## src/rtl/stopwatch_ctrl.sv

```systemverilog
// Stopwatch controller: tick divider, BCD mm:ss.cc counter and IDLE/RUN/PAUSE control.
// Define STOPWATCH_LAP_EN to compile in the LAP state with its frozen display register.
module stopwatch_ctrl #(
  parameter int CLK_HZ  = 50000000,
  parameter int TICK_HZ = 100
) (
  input  logic       clk,
  input  logic       sys_rst,
  input  logic       key_ss,
  input  logic       key_clr,
  output logic [3:0] min_t,
  output logic [3:0] min_o,
  output logic [3:0] sec_t,
  output logic [3:0] sec_o,
  output logic [3:0] cs_t,
  output logic [3:0] cs_o,
  output logic       running,
  output logic       ovf
);

  localparam int DIV = CLK_HZ / TICK_HZ;
  localparam int DW  = (DIV > 1) ? $clog2(DIV) : 1;
  localparam logic [DW-1:0] DIV_LAST = DW'(DIV - 1);

  localparam logic [1:0] ST_IDLE  = 2'd0;
  localparam logic [1:0] ST_RUN   = 2'd1;
  localparam logic [1:0] ST_PAUSE = 2'd2;
`ifdef STOPWATCH_LAP_EN
  localparam logic [1:0] ST_LAP   = 2'd3;
`endif

  // Digit order, MSB first: min_t, min_o, sec_t, sec_o, cs_t, cs_o. Bit 24 flags a wrap.
  function automatic logic [24:0] bcd_inc(input logic [23:0] c);
    logic [23:0] n;
    logic        cy;
    logic [3:0]  lim;
    n  = c;
    cy = 1'b1;
    for (int i = 0; i < 6; i++) begin
      lim = ((i == 3) || (i == 5)) ? 4'd5 : 4'd9;
      if (cy) begin
        if (c[i*4 +: 4] >= lim) begin
          n[i*4 +: 4] = 4'd0;
        end else begin
          n[i*4 +: 4] = c[i*4 +: 4] + 4'd1;
          cy          = 1'b0;
        end
      end else begin
        n[i*4 +: 4] = c[i*4 +: 4];
      end
    end
    return {cy, n};
  endfunction

  logic [1:0]    state_q, state_d;
  logic [DW-1:0] div_q, div_d;
  logic [23:0]   cnt_q, cnt_d;
  logic          ovf_q, ovf_d;
  logic          running_q, running_d;
  logic          active_s, tick_s, clr_all_s;
  logic [24:0]   inc_s;
  logic [23:0]   disp_s;

  // Control FSM next state; key_ss takes priority over key_clr.
  always_comb begin
    state_d = state_q;
    case (state_q)
      ST_IDLE: begin
        if (key_ss) state_d = ST_RUN;
        else        state_d = ST_IDLE;
      end
      ST_RUN: begin
        if (key_ss)       state_d = ST_PAUSE;
`ifdef STOPWATCH_LAP_EN
        else if (key_clr) state_d = ST_LAP;
`endif
        else              state_d = ST_RUN;
      end
      ST_PAUSE: begin
        if (key_ss)       state_d = ST_RUN;
        else if (key_clr) state_d = ST_IDLE;
        else              state_d = ST_PAUSE;
      end
`ifdef STOPWATCH_LAP_EN
      ST_LAP: begin
        if (key_ss)       state_d = ST_PAUSE;
        else if (key_clr) state_d = ST_RUN;
        else              state_d = ST_LAP;
      end
`endif
      default: state_d = ST_IDLE;
    endcase
  end

`ifdef STOPWATCH_LAP_EN
  assign active_s = (state_q == ST_RUN) || (state_q == ST_LAP);
`else
  assign active_s = (state_q == ST_RUN);
`endif
  assign tick_s    = active_s && (div_q == DIV_LAST);
  assign clr_all_s = (state_q == ST_PAUSE) && (state_d == ST_IDLE);
  assign inc_s     = bcd_inc(cnt_q);

  // Divider, count, overflow and running flag next values.
  always_comb begin
    if (clr_all_s) begin
      div_d = '0;
    end else if (active_s) begin
      div_d = tick_s ? '0 : div_q + DW'(1);
    end else if (state_q == ST_IDLE) begin
      div_d = '0;
    end else begin
      div_d = div_q;
    end

    if (clr_all_s)   cnt_d = 24'd0;
    else if (tick_s) cnt_d = inc_s[23:0];
    else             cnt_d = cnt_q;

    if (clr_all_s)                 ovf_d = 1'b0;
    else if (tick_s && inc_s[24]) ovf_d = 1'b1;
    else                           ovf_d = ovf_q;

`ifdef STOPWATCH_LAP_EN
    running_d = (state_d == ST_RUN) || (state_d == ST_LAP);
`else
    running_d = (state_d == ST_RUN);
`endif
  end

  // Main state registers.
  always_ff @(posedge clk or posedge sys_rst) begin
    if (sys_rst) begin
      state_q   <= ST_IDLE;
      div_q     <= '0;
      cnt_q     <= 24'd0;
      ovf_q     <= 1'b0;
      running_q <= 1'b0;
    end else begin
      state_q   <= state_d;
      div_q     <= div_d;
      cnt_q     <= cnt_d;
      ovf_q     <= ovf_d;
      running_q <= running_d;
    end
  end

`ifdef STOPWATCH_LAP_EN
  logic [23:0] disp_q, disp_d;

  // While in LAP the display keeps the count seen on LAP entry.
  always_comb begin
    if (state_d == ST_LAP) disp_d = disp_q;
    else                   disp_d = cnt_d;
  end

  // Display freeze register.
  always_ff @(posedge clk or posedge sys_rst) begin
    if (sys_rst) disp_q <= 24'd0;
    else         disp_q <= disp_d;
  end

  assign disp_s = disp_q;
`else
  assign disp_s = cnt_q;
`endif

  assign {min_t, min_o, sec_t, sec_o, cs_t, cs_o} = disp_s;
  assign running = running_q;
  assign ovf     = ovf_q;

endmodule
```

## config.mk

```make
export PLATFORM = sky130hd
export DESIGN_NAME = stopwatch_ctrl
export DESIGN_NICKNAME = d
export VERILOG_FILES = /design/src/rtl/stopwatch_ctrl.sv
export SDC_FILE = /design/constraint.sdc
export NUM_CORES = 1
export LEC_CHECK = 0
export BUFFER_PORTS_ARGS = -buffer_cell sky130_fd_sc_hd__buf_2
export CAP_MARGIN = 20
export CELL_PAD_IN_SITES_DETAIL_PLACEMENT = 1
export CELL_PAD_IN_SITES_GLOBAL_PLACEMENT = 1
export CORE_UTILIZATION = 48
export DETAILED_ROUTE_END_ITERATION = 8
export MAX_ROUTING_LAYER = met4
export PLACE_DENSITY = 0.81
export SKIP_LAST_GASP = 1
export SLEW_MARGIN = 30
export SYNTH_ARGS = -nofsm -noshare
export SYNTH_HDL_FRONTEND = slang
export SYNTH_SLANG_ARGS = --single-unit
```

## constraint.sdc

```tcl
create_clock -name clk -period 5.4 [get_ports clk]
set_input_delay 0.81 -clock clk [delete_from_list [all_inputs] [get_ports clk]]
set_output_delay 0.81 -clock clk [all_outputs]
set_load 0.05 [all_outputs]
```

==> reports/results.md, run 1 <==
| Item | Value | Unit |
|---|---|---|
| Total buffers and inverters traversed by the critical path | 0 | - |
| Biggest fanout along the worst timing path | 12 | - |
| Synthesized netlist cell count | 313 | - |
| Placeable core area | 5570 | sq um |
| Die H | 78.6 | um |
| Cts repair resizes | 0 | - |
| Fraction of power consumed by sequential logic | 38.1 | % |
| Ant. Diodes | 0 | - |
| Number of global-route vias before repair | 2,469 | - |
| Largest stage delay, worst path | 570 | ps |
| Number of buffers inserted to repair setup after CTS | 0 | - |
| Number of H-tree branching levels | 2 | - |
| Achievable Freq | 383 | MHz |
| Cell at the root of the clock tree | clkbuf_8 | - |
| Proportion of synthesized chip area in sequential cells | 41.8 | % |
| Ys Warns | 0 | - |
| P_int | 0.714 | mW |
| Final Power | 1.43 | mW |
| Final-report hold violation count | 0 | - |
| Fin worst setup slack | 2790 | ps |
| Routed wirelength normalized by instance count | 16.8 | um |
| Category of the worst setup path capture point | register | - |
| Worst r2r src | div_q[11] | - |
| Top Family by Delay on Critical Path | simple AND/OR/NAND/NOR gates | - |
| CTS tree | done | - |
| Final routed wirelength across all metal layers | 6910 | um |
| Switching portion of total power | 50.1 | % |
| Actual transition at the worst max-transition pin | 784 | ps |
| Maximum number of pins on one net before global-route repair | 48 | - |
| Mapped Nets | 336 | - |
| Count of state elements after synthesis | 47 | - |
| Required time of the critical path | 5600 | ps |
| First-pass detailed-route iteration total | 4 | - |
| Post-Layout Inst Area | 3100 | sq um |
| Ratio of total power to cell area | 461 | nW/um^2 |
| Wire length of the first global-routing pass | 12,000 | um |
| Worst hold endpoint | ovf | - |
| Placed inst area | 3020 | sq um |
| Number of unique standard cell types used by synthesis | 44 | - |
| Initial core utilization | 50.5 | % |
| TNS Setup | 0 | ps |
| Reg2Reg Depth | 5 | - |
| Leading area contributor after synthesis | dfrtp_1 | - |
| Leakage component of the power | 1.40 | nW |
| Outcome | finished, final reports clean | - |
| Max-cap violations | 0 | - |
| Clk pwr share | 14.5 | % |
| Number of setup violations in the final report | 0 | - |
| Area growth from synthesis to layout | 10.2 | % |
| Largest buffer count on any clock path | 2 | - |
| Number of filler instances in the final layout | 659 | - |
| Die X | 78.6 | um |
| Post-synthesis instance area | 2820 | sq um |
| Number of instances in the placed design | 404 | - |
| Share of layout cells above drive strength 1 | 12.6 | % |
| Post-route DRC | 0 | - |
| Ys async rst share | 100 | % |
| Max-slew headroom | 47.3 | % |
| Proportion of netlist area held by the largest area contributor | 41.8 | % |
| Clock period minus worst slack | 2610 | ps |
| Total vias in the final route | 2,439 | - |
| Post-placement setup slack | 2790 | ps |
| Fin nets | 362 | - |
| Leading register cell type out of synthesis | dfrtp_1 | - |
| Average footprint of a synthesized cell | 9.00 | sq um |
| CP arrival | 2810 | ps |
| Final HPWL from detailed placement | 4960 | um |
| Combinational Power Share | 47.4 | % |
| DRT iter0 DRCs | 55 | - |
| Final worst clock skew | 14.5 | ps |
| Initial antenna violation count | 0 | - |
| Category of the worst setup path launch point | register | - |
| Crit-path slowest cell | or4_4 | - |
| Grt ovf | 0 | - |
| Capturing point of the worst reg2reg path | cnt_q[14] | - |
| Count of flip-flops with a built-in enable after synthesis | 0 | - |
| Worst-Skew Late Latency | 300 | ps |
| Max-slew violation count | 0 | - |
| Number of buffers added by the clock tree synthesis step | 5 | - |
| Gp weighted congestion | 0.840 | - |
| Number of clock sinks seen by CTS | 47 | - |
| Net switching power figure | 0.716 | mW |
| Ratio of final minimum period to clock period | 48.4 | % |
| Number of rows in the core area | 27 | - |
| Number of I/O pins | 30 | - |
| Hold buffers post-CTS | 0 | - |
| HP Class | reg2reg | - |
| Die area | 6180 | sq um |
| Worst voltage drop across the vdd grid | 205 | uV |
| Clock transition at path regs | 90 | ps |
| Mean number of vias per cell | 5.92 | - |
| Source of the worst hold timing path | ovf | - |
| Setup repair after global routing missed its margin | false | - |
| Cell depth of the worst hold path | 1 | - |
| Leading post-synthesis cells by cell area | dfrtp_1, ha_1, a21oi_1, o21ai_0, nand2_1 | - |
| Antenna viol nets, final | 0 | - |
| Series of cell instances along the critical path | or4_4, nor4_4, and3_1, nand2_1, a31o_2 | - |
| Overall track demand over capacity in global routing | 25.7 | % |
| CP Class | reg2reg | - |
| Final Non-Filler Cells | 412 | - |
| R2R setup slack | 2790 | ps |
| I/O Buffers | 29 | - |
[metal layers]
| metal | vias to the layer above | GRT usage [%] | wire length [um] |
|---|---|---|---|
| li1 | 1191 | - | - |
| met1 | 1199 | 30.4 | 3070 |
| met2 | 37 | 43.4 | 3510 |
| met3 | 12 | 4.07 | 182 |
| met4 | 0 | 10.6 | 142 |
| met5 | - | - | 0 |
[worst max-delay path by stage]
stage,start,depth (start not counted),slack (ps),to
floorplan,cnt_q[0],7,2890,cnt_q[21]
global placement,div_q[11],5,2860,cnt_q[14]
detailed placement,div_q[11],5,2790,cnt_q[14]
CTS,div_q[11],5,2780,cnt_q[14]
global route,cnt_q[0],7,2640,cnt_q[14]
finish,div_q[11],5,2790,cnt_q[14]
[cell families (layout without fill, tap and decap cells)]
kind of cell / after synthesis / count (layout) / synth area share [%]
muxes: 7 / 7 / 2.53
DFF: 47 / 47 / 41.8
and+or+nand+nor: 126 / 126 / 25.9
adders and majority gates: 19 / 19 / 8.44
AOI/OAI and AO/OA: 79 / 79 / 16.7
buffers and inverters: 35 / 62 / 4.75
[sequential cells by signal, indices dropped and copies added (netlist names)]
signal	flops
state_q	2
ovf	1
cnt_q	24
div_q	19
running	1
[cell usage in the layout (no fill, tap or decap), types with 2 or more instances in the layout]
cell / Yosys / final
nand2b_1: 6 / 6
o211ai_1: 2 / 2
nand2_1: 29 / 29
o22ai_1: 3 / 3
buf_2: 2 / 29
nor3_1: 5 / 5
clkbuf_1: 10 / 2
o31ai_1: 3 / 3
nor3b_1: 5 / 5
and3_1: 5 / 5
clkbuf_8: 0 / 5
nand4b_1: 4 / 4
buf_4: 0 / 2
nor2_1: 11 / 11
o31a_1: 2 / 2
a21o_1: 4 / 4
or3_1: 6 / 6
nor4b_1: 2 / 2
mux2i_1: 6 / 6
nand4_1: 13 / 13
a211oi_1: 3 / 3
and4_1: 3 / 3
nor2b_1: 4 / 4
ha_1: 19 / 19
o21ai_0: 23 / 23
inv_1: 23 / 22
a21oi_1: 27 / 27
nor4_1: 3 / 3
and2_1: 2 / 2
nand3_1: 21 / 21
a31oi_1: 5 / 5
or4bb_1: 2 / 2
dfrtp_1: 47 / 47
[layout make-up]
type	instances	area (sq um)	area share [%]
clock buffers	7	76.3	2.46
clock inverters	1	5.00	0.161
inverters	23	88.8	2.86
multi-input cells	231	1510	48.5
flip-flops and latches	47	1180	37.9
well taps	72	90.1	2.90
repair buffers	31	160	5.16
[through the flow]
stage | hold slack, ps | util (%)
2_1_floorplan | 487 | -
3_3_place_gp | 478 | 54.2
3_5_place_dp | 483 | 54.2
4_1_cts | 501 | 55.7
5_1_grt | 524 | 55.7
6_report | 495 | 55.7
[power by group through the flow]
stage | logic [mW] | registers [mW] | clock network [mW]
after floorplan | 0.294 | 0.753 | 0
after global placement | 0.659 | 0.544 | 0
after detailed placement | 0.681 | 0.552 | 0
after CTS | 0.683 | 0.545 | 0.216
after global routing | 0.740 | 0.562 | 0.227
final | 0.677 | 0.545 | 0.208
[cell usage after synthesis, types with 4 or more instances]
cell,count
dfrtp_1,47
nand2_1,29
a21oi_1,27
inv_1,23
o21ai_0,23
nand3_1,21
ha_1,19
nand4_1,13
nor2_1,11
clkbuf_1,10
mux2i_1,6
nand2b_1,6
or3_1,6
a31oi_1,5
and3_1,5
nor3_1,5
nor3b_1,5
a21o_1,4
nand4b_1,4
nor2b_1,4
(Power assumes the default switching activity.)
==> run 2: changes to the inputs <==
--- a/config.mk
+++ b/config.mk
@@ -5,14 +5,15 @@
 export SDC_FILE = /design/constraint.sdc
 export NUM_CORES = 1
 export LEC_CHECK = 0
+export ABC_AREA = 1
 export BUFFER_PORTS_ARGS = -buffer_cell sky130_fd_sc_hd__buf_2
 export CAP_MARGIN = 20
 export CELL_PAD_IN_SITES_DETAIL_PLACEMENT = 1
 export CELL_PAD_IN_SITES_GLOBAL_PLACEMENT = 1
-export CORE_UTILIZATION = 48
+export CORE_UTILIZATION = 43
 export DETAILED_ROUTE_END_ITERATION = 8
 export MAX_ROUTING_LAYER = met4
-export PLACE_DENSITY = 0.81
+export PLACE_DENSITY = 0.76
 export SKIP_LAST_GASP = 1
 export SLEW_MARGIN = 30
 export SYNTH_ARGS = -nofsm -noshare
==> constraint.sdc (replaced) <==
create_clock -name clk -period 2.5 [get_ports clk]
set_input_delay 0.375 -clock clk [delete_from_list [all_inputs] [get_ports clk]]
set_output_delay 0.375 -clock clk [all_outputs]
set_load 0.05 [all_outputs]
==> reports/results.md, run 2 <==
| Item | Value | Unit | vs previous |
|---|---|---|---|
| Final worst clock skew | 6.85 | ps | -7.62 ps |
| Required time of the critical path | 2700 | ps | -2900 ps |
| Number of H-tree branching levels | 2 | - | unchanged |
| Average footprint of a synthesized cell | 7.40 | sq um | -18% |
| Commonest cells after routing, fill and taps aside | nand2_1, nor2_1, dfrtp_1 | - |  |
| Leakage component of the power | 1.69 | nW | +20% |
| Number of clock sinks seen by CTS | 47 | - | unchanged |
| Total routed wire length on the met1 layer | 3870 | um | +26% |
| DRT iter0 DRCs | 98 | - | +78% |
| Final-report hold violation count | 0 | - | unchanged |
| Cell at the root of the clock tree | clkbuf_8 | - |  |
| Routed wirelength normalized by instance count | 14.5 | um | -13% |
| Post-placement setup slack | 545 | ps | -2240 ps |
| Overall track demand over capacity in global routing | 23.7 | % | -1.9 points |
| Hold buffers post-CTS | 0 | - | unchanged |
| Total vias in the final route | 2,756 | - | +13% |
| Number of I/O pins | 30 | - | unchanged |
| Outcome | finished, final reports clean | - |  |
| Proportion of synthesized chip area in sequential cells | 39.1 | % | -2.7 points |
| Final routed wirelength across all metal layers | 7800 | um | +13% |
| Mapped Nets | 430 | - | +28% |
| Synthesized netlist cell count | 407 | - | +30% |
| Placed inst area | 3260 | sq um | +8.0% |
| Actual transition at the worst max-transition pin | 594 | ps | -190 ps |
| Die area | 7340 | sq um | +19% |
| Register containing the most flip-flops in the final layout | cnt_q | - |  |
| Met3 wire len | 174 | um | -4.4% |
| Final cell utilization of the core | 49.5 | % | -6.2 points |
| Category of the worst setup path launch point | register | - |  |
| Leading area contributor after synthesis | dfrtp_1 | - |  |
| Largest buffer count on any clock path | 2 | - | unchanged |
| Number of global-route vias before repair | 2,688 | - | +8.9% |
| Number of buffers inserted to repair setup after CTS | 0 | - | unchanged |
| Biggest fanout along the worst timing path | 6 | - | -6 |
| Reg2Reg Depth | 10 | - | +5 |
| Detailed-routed wire length on met2 | 3700 | um | +5.3% |
| Wire length of the first global-routing pass | 13,300 | um | +11% |
| Area growth from synthesis to layout | 11.7 | % |  |
| Count of flip-flops with a built-in enable after synthesis | 0 | - | unchanged |
| Worst-Skew Late Latency | 300 | ps | about the same |
| Cts repair resizes | 0 | - | unchanged |
| Most frequent cell after synthesis | nand2_1 | - |  |
| Clock transition at path regs | 90 | ps | about the same |
| Number of buffers added by the clock tree synthesis step | 5 | - | unchanged |
| Ant. Diodes | 0 | - | unchanged |
| Ratio of final minimum period to clock period | 77.5 | % | +29 points |
| Final Power | 1.81 | mW | +27% |
| Share of layout cells above drive strength 1 | 13.4 | % | +0.73 points |
| Initial core utilization | 44.3 | % | -6.2 points |
| Max-cap violations | 0 | - | unchanged |
| Initial antenna violation count | 0 | - | unchanged |
| Ys Warns | 0 | - | unchanged |
| Placeable core area | 6790 | sq um | +22% |
| Clock period minus worst slack | 1940 | ps | -677 ps |
| I/O Buffers | 29 | - | unchanged |
| Number of rows in the core area | 30 | - | +11% |
| Largest regs | cnt_q: 24 flops, div_q: 19 flops, state_q: 2 flops | - |  |
| Mean number of vias per cell | 5.13 | - | -13% |
| Post-route DRC | 0 | - | unchanged |
| Post-synthesis instance area | 3010 | sq um | +6.9% |
| Leading post-synthesis cells by cell area | dfrtp_1, nand2_1, ha_1, nor2_1, nand3_1 | - |  |
| Fin nets | 463 | - | +28% |
| Post-Layout Inst Area | 3360 | sq um | +8.3% |
| Ys async rst share | 100 | % | unchanged |
| CP arrival | 2140 | ps | -670 ps |
| Die H | 85.7 | um | +9.0% |
| First-pass detailed-route iteration total | 4 | - | unchanged |
| Ratio of total power to cell area | 538 | nW/um^2 | +17% |
| Number of setup violations in the final report | 0 | - | unchanged |
| CTS tree | done | - |  |
| Number of unique standard cell types used by synthesis | 30 | - | -32% |
| Die X | 85.7 | um | +9.0% |
| Antenna viol nets, final | 0 | - | unchanged |
| CP Class | reg2reg | - |  |
| Worst voltage drop across the vdd grid | 336 | uV | +64% |
| Fin worst setup slack | 563 | ps | -2220 ps |
| HP Class | in2async | - |  |
| Leading register cell type out of synthesis | dfrtp_1 | - |  |
| Max-slew headroom | 60.4 | % | +13 points |
| Max-slew violation count | 0 | - | unchanged |
| Proportion of netlist area held by the largest area contributor | 39.1 | % | -2.7 points |
| Achievable Freq | 516 | MHz | +35% |
| Most used standard cells in the synthesized netlist | nand2_1, nor2_1, dfrtp_1 | - |  |
| Max FFs per register | 24 | - | unchanged |
| TNS Setup | 0 | ps | unchanged |
| Maximum number of pins on one net before global-route repair | 28 | - | -42% |
| Category of the worst setup path capture point | register | - |  |
| Commonest non-fill, non-tap cell in the layout | nand2_1 | - |  |
| Final HPWL from detailed placement | 5950 | um | +20% |
| Gp weighted congestion | 0.841 | - | +0.12% |
| Setup repair after global routing missed its margin | false | - |  |
| Top layer reached by signal wires | met4 | - |  |
| Grt ovf | 0 | - | unchanged |
| Count of state elements after synthesis | 47 | - | unchanged |
-- run 2: power by group --
| group | internal (mW) | leakage, nW | switching [mW] | total [mW] |
|---|---|---|---|---|
| sequential | 0.816 | 0.625 | 0.0622 | 0.878 |
| clock | 0.253 | 0.0515 | 0.271 | 0.525 |
| combinational | 0.0980 | 1.01 | 0.308 | 0.406 |
| total | 1.17 | 1.69 | 0.642 | 1.81 |
-- run 2: worst paths after layout --
| kind | start | end | slack [ps] |
|---|---|---|---|
| max | cnt_q[0] | cnt_q[20] | 560 |
| min | sys_rst | div_q[11] | 130 |
| max reg2reg | cnt_q[0] | cnt_q[20] | 560 |
| min reg2reg | cnt_q[15] | cnt_q[15] | 500 |
| max in group asynchronous | sys_rst | state_q[0] | 1780 |
| min in group clk | key_ss | state_q[0] | 310 |
-- run 2: logic make-up after synthesis --
| kind of cell | count (synthesis) | synth area share [%] |
|---|---|---|
| compound gates | 28 | 5.40 |
| xor+xnor | 16 | 4.66 |
| fa+ha+maj | 19 | 7.90 |
| buf+inv | 60 | 7.94 |
| flops | 47 | 39.1 |
| simple gates | 237 | 35.0 |
-- run 2: routing by layer --
layer / track usage, % / vias up
li1: - / 1357
met1: 33.7 / 1357
met2: 36.9 / 38
met3: 2.31 / 4
met4: 5.45 / 0
met5: - / -
-- run 2: critical path: stages (launching register included) --
cell and delay, ps:
dfrtp_1 450, inv_1 90, ha_1 200, nand3_1 80
nand2_1 80, nor2_1 270, nand4_1 230, nand2_1 170
nand2_1 130, nand2_1 90, nand2_1 50
-- run 2: layout make-up --
cell class,count,area (sq um)
well taps,96,120
flip-flops and latches,47,1180
inverters,54,203
clock buffers,8,100
multi-input cells,300,1600
repair buffers,32,168
fillers,871,3430
-- run 2: per-stage QoR --
| step | hold WS [ps] | std cells |
|---|---|---|
| after global placement | 470 | 529 |
| final | 127 | 537 |
| after global routing | 191 | 537 |
| after floorplan | 462 | 407 |
| after CTS | 157 | 537 |
| after detailed placement | 479 | 529 |
==> run 3: changes to the inputs <==
--- a/config.mk
+++ b/config.mk
@@ -10,10 +10,10 @@
 export CAP_MARGIN = 20
 export CELL_PAD_IN_SITES_DETAIL_PLACEMENT = 1
 export CELL_PAD_IN_SITES_GLOBAL_PLACEMENT = 1
-export CORE_UTILIZATION = 43
+export CORE_UTILIZATION = 39
 export DETAILED_ROUTE_END_ITERATION = 8
 export MAX_ROUTING_LAYER = met4
-export PLACE_DENSITY = 0.76
+export PLACE_DENSITY = 0.73
 export SKIP_LAST_GASP = 1
 export SLEW_MARGIN = 30
 export SYNTH_ARGS = -nofsm -noshare
==> constraint.sdc (replaced) <==
create_clock -name clk -period 1.65 [get_ports clk]
set_input_delay 0.2475 -clock clk [delete_from_list [all_inputs] [get_ports clk]]
set_output_delay 0.2475 -clock clk [all_outputs]
set_load 0.05 [all_outputs]
==> reports/results.md, run 3 (synthesis gave the netlist of run 2 again) <==
| Item | Value | Unit | vs previous |
|---|---|---|---|
| Outcome | finished, final reports clean | - |  |
| Ratio of total power to cell area | 716 | nW/um^2 | +33% |
| Initial core utilization | 40.8 | % | -3.5 points |
| Final routed wirelength across all metal layers | 8720 | um | +12% |
| Biggest fanout along the worst timing path | 5 | - | -1 |
| Ratio of final minimum period to clock period | 98.7 | % | +21 points |
| Ant. Diodes | 0 | - | unchanged |
| Largest stage delay, worst path | 380 | ps | -70 ps |
| Final worst clock skew | 13.2 | ps | +6.37 ps |
| Antenna viol nets, final | 0 | - | unchanged |
| Worst-Skew Late Latency | 310 | ps | about the same |
| First-pass detailed-route iteration total | 4 | - | unchanged |
| Post-route DRC | 0 | - | unchanged |
| Die X | 89.9 | um | +4.9% |
| Max-cap violations | 0 | - | unchanged |
| Category of the worst setup path launch point | register | - |  |
| Number of clock sinks seen by CTS | 47 | - | unchanged |
| Critical Path Start | div_q[0] | - |  |
| Net switching power figure | 1.05 | mW | +63% |
| CP arrival | 1820 | ps | -320 ps |
| P_int | 1.83 | mW | +57% |
| Leakage component of the power | 2.00 | nW | +19% |
| Largest buffer count on any clock path | 2 | - | unchanged |
| Grt ovf | 0 | - | unchanged |
| Number of global-route vias before repair | 2,980 | - | +11% |
| Number of I/O pins | 30 | - | unchanged |
| Total buffers and inverters traversed by the critical path | 2 | - | +1 |
| Total vias in the final route | 2,970 | - | +7.8% |
| Commonest cells after routing, fill and taps aside | nand2_1, buf_4, nor2_1 | - |  |
| Mean number of vias per cell | 5.02 | - | -2.2% |
| Fin nets | 515 | - | +11% |
| CP Class | reg2reg | - |  |
| Overall track demand over capacity in global routing | 23.0 | % | -0.72 points |
| Max-slew violation count | 0 | - | unchanged |
| Final Power | 2.87 | mW | +59% |
| Share of layout cells above drive strength 1 | 34.1 | % | +21 points |
| Crit-path slowest cell | dfrtp_1 | - |  |
| Max FFs per register | 24 | - | unchanged |
| Switching portion of total power | 36.5 | % | +0.98 points |
| Category of the worst setup path capture point | register | - |  |
| Maximum number of pins on one net before global-route repair | 33 | - | +18% |
| HP Class | in2reg | - |  |
| Final-report hold violation count | 0 | - | unchanged |
| Combinational Power Share | 29.5 | % | +7.1 points |
| Die H | 89.9 | um | +4.9% |
| Max-slew headroom | 73.9 | % | +14 points |
| Cell at the root of the clock tree | clkbuf_8 | - |  |
| CTS tree | done | - |  |
| Clock period minus worst slack | 1630 | ps | -309 ps |
| Placeable core area | 7370 | sq um | +8.5% |
| Actual transition at the worst max-transition pin | 391 | ps | -203 ps |
| Final HPWL from detailed placement | 6490 | um | +9.0% |
| Number of H-tree branching levels | 2 | - | unchanged |
| Area growth from synthesis to layout | 33.4 | % |  |
| Number of buffers added by the clock tree synthesis step | 5 | - | unchanged |
| I/O Buffers | 29 | - | unchanged |
| Clock transition at path regs | 90 | ps | about the same |
| Wire length of the first global-routing pass | 14,500 | um | +8.5% |
| Die area | 8070 | sq um | +10% |
| DRT iter0 DRCs | 127 | - | +30% |
| Initial antenna violation count | 0 | - | unchanged |
| Final cell utilization of the core | 54.5 | % | +5.0 points |
| Top Family by Delay on Critical Path | simple AND/OR/NAND/NOR gates | - |  |
| Setup repair after global routing missed its margin | true | - |  |
| Placed inst area | 3600 | sq um | +11% |
| Post-Layout Inst Area | 4020 | sq um | +19% |
| Achievable Freq | 614 | MHz | +19% |
| Final Non-Filler Cells | 592 | - | +10% |
| Number of setup violations in the final report | 0 | - | unchanged |
| Routed wirelength normalized by instance count | 14.7 | um | +1.3% |
| Register containing the most flip-flops in the final layout | cnt_q | - |  |
| Cell with the most instances on the worst path | nor2_4 | - |  |
| Source of the worst hold timing path | key_ss | - |  |
| Commonest non-fill, non-tap cell in the layout | nand2_1 | - |  |
| Gp weighted congestion | 0.873 | - | +3.8% |
| Required time of the critical path | 1840 | ps | -860 ps |
| Fraction of power consumed by sequential logic | 46.1 | % | -2.4 points |
| Number of rows in the core area | 31 | - | +3.3% |
| Worst voltage drop across the vdd grid | 739 | uV | +120% |
| Number of instances in the placed design | 572 | - | +8.1% |
| Series of cell instances along the critical path | ha_2, nand2_4, nor2_4, inv_2, nor2_4, nand2_4, buf_8, nor2_8, nor2_4, nand2_1, nand2_1 | - |  |
| Largest regs | cnt_q: 24 flops, div_q: 19 flops, state_q: 2 flops | - |  |
| Clk pwr share | 24.4 | % | -4.6 points |
| Worst r2r src | div_q[0] | - |  |
run 3: changes by cell type in the layout (fill, tap and decap cells not counted), sizes merged:
cell         previous run  this run
clkinv                  2         3
clkbuf                  8         7
dlygate4sd3             0         1
buf                    32        83
run 3: per-layer routing:
metal / wire length [um] / vias to the layer above / part of all wire [%] / GRT usage (%)
met3: 294 / 6 / 3.4 / 3.64
met2: 4170 / 55 / 48 / 36.8
met4: 82 / 0 / 0.94 / 4.97
met1: 4170 / 1442 / 48 / 31.0
li1: - / 1467 / - / -
met5: 0 / - / 0 / -
run 3: final cells by class:
type	count	area, sq um
tap	99	124
sequential	47	1190
clock buffer	7	76.3
inverter	54	210
clock inverter	1	5.00
timing repair buffer	84	584
multi-input combinational	300	1830
fill	935	3350
run 3: worst paths after layout:
path / slack [ps] / cells after the start / end
min: 200 / 2 / running
max: 20 / 11 / cnt_q[12]
min reg2reg: 520 / 2 / cnt_q[15]
max in group asynchronous: 650 / 4 / cnt_q[16]
min in group asynchronous: 460 / 3 / cnt_q[1]
max reg2reg: 20 / 11 / cnt_q[12]
run 3: power groups by stage:
stage | sequential, mW | combinational (mW) | clock [mW]
after floorplan | 1.51 | 0.286 | 0
after global placement | 1.34 | 0.729 | 0
after detailed placement | 1.34 | 0.745 | 0
after CTS | 1.32 | 0.790 | 0.723
after global routing | 1.34 | 0.930 | 0.774
final | 1.33 | 0.848 | 0.701
run 3: what timing repair did:
| action | in CTS | in global routing |
|---|---|---|
| endpoints found under the hold margin | 15 | 0 |
| endpoints found under the setup margin | 35 | 37 |
| setup buffers | 6 | 5 |
| resized for setup | 14 | 54 |
| pin swaps | 4 | 14 |
| hold buffers | 1 | 0 |
run 3: stage by stage:
step | TNS [ps] | setup WS [ps] | hold WS [ps]
after floorplan | -3.72 | -2.57 | 334
after global placement | -1480 | -84.2 | 252
after detailed placement | -2930 | -128 | 254
final | 0 | 22.2 | 195
after CTS | -27.3 | -19.2 | 167
after global routing | -1090 | -82.9 | 196
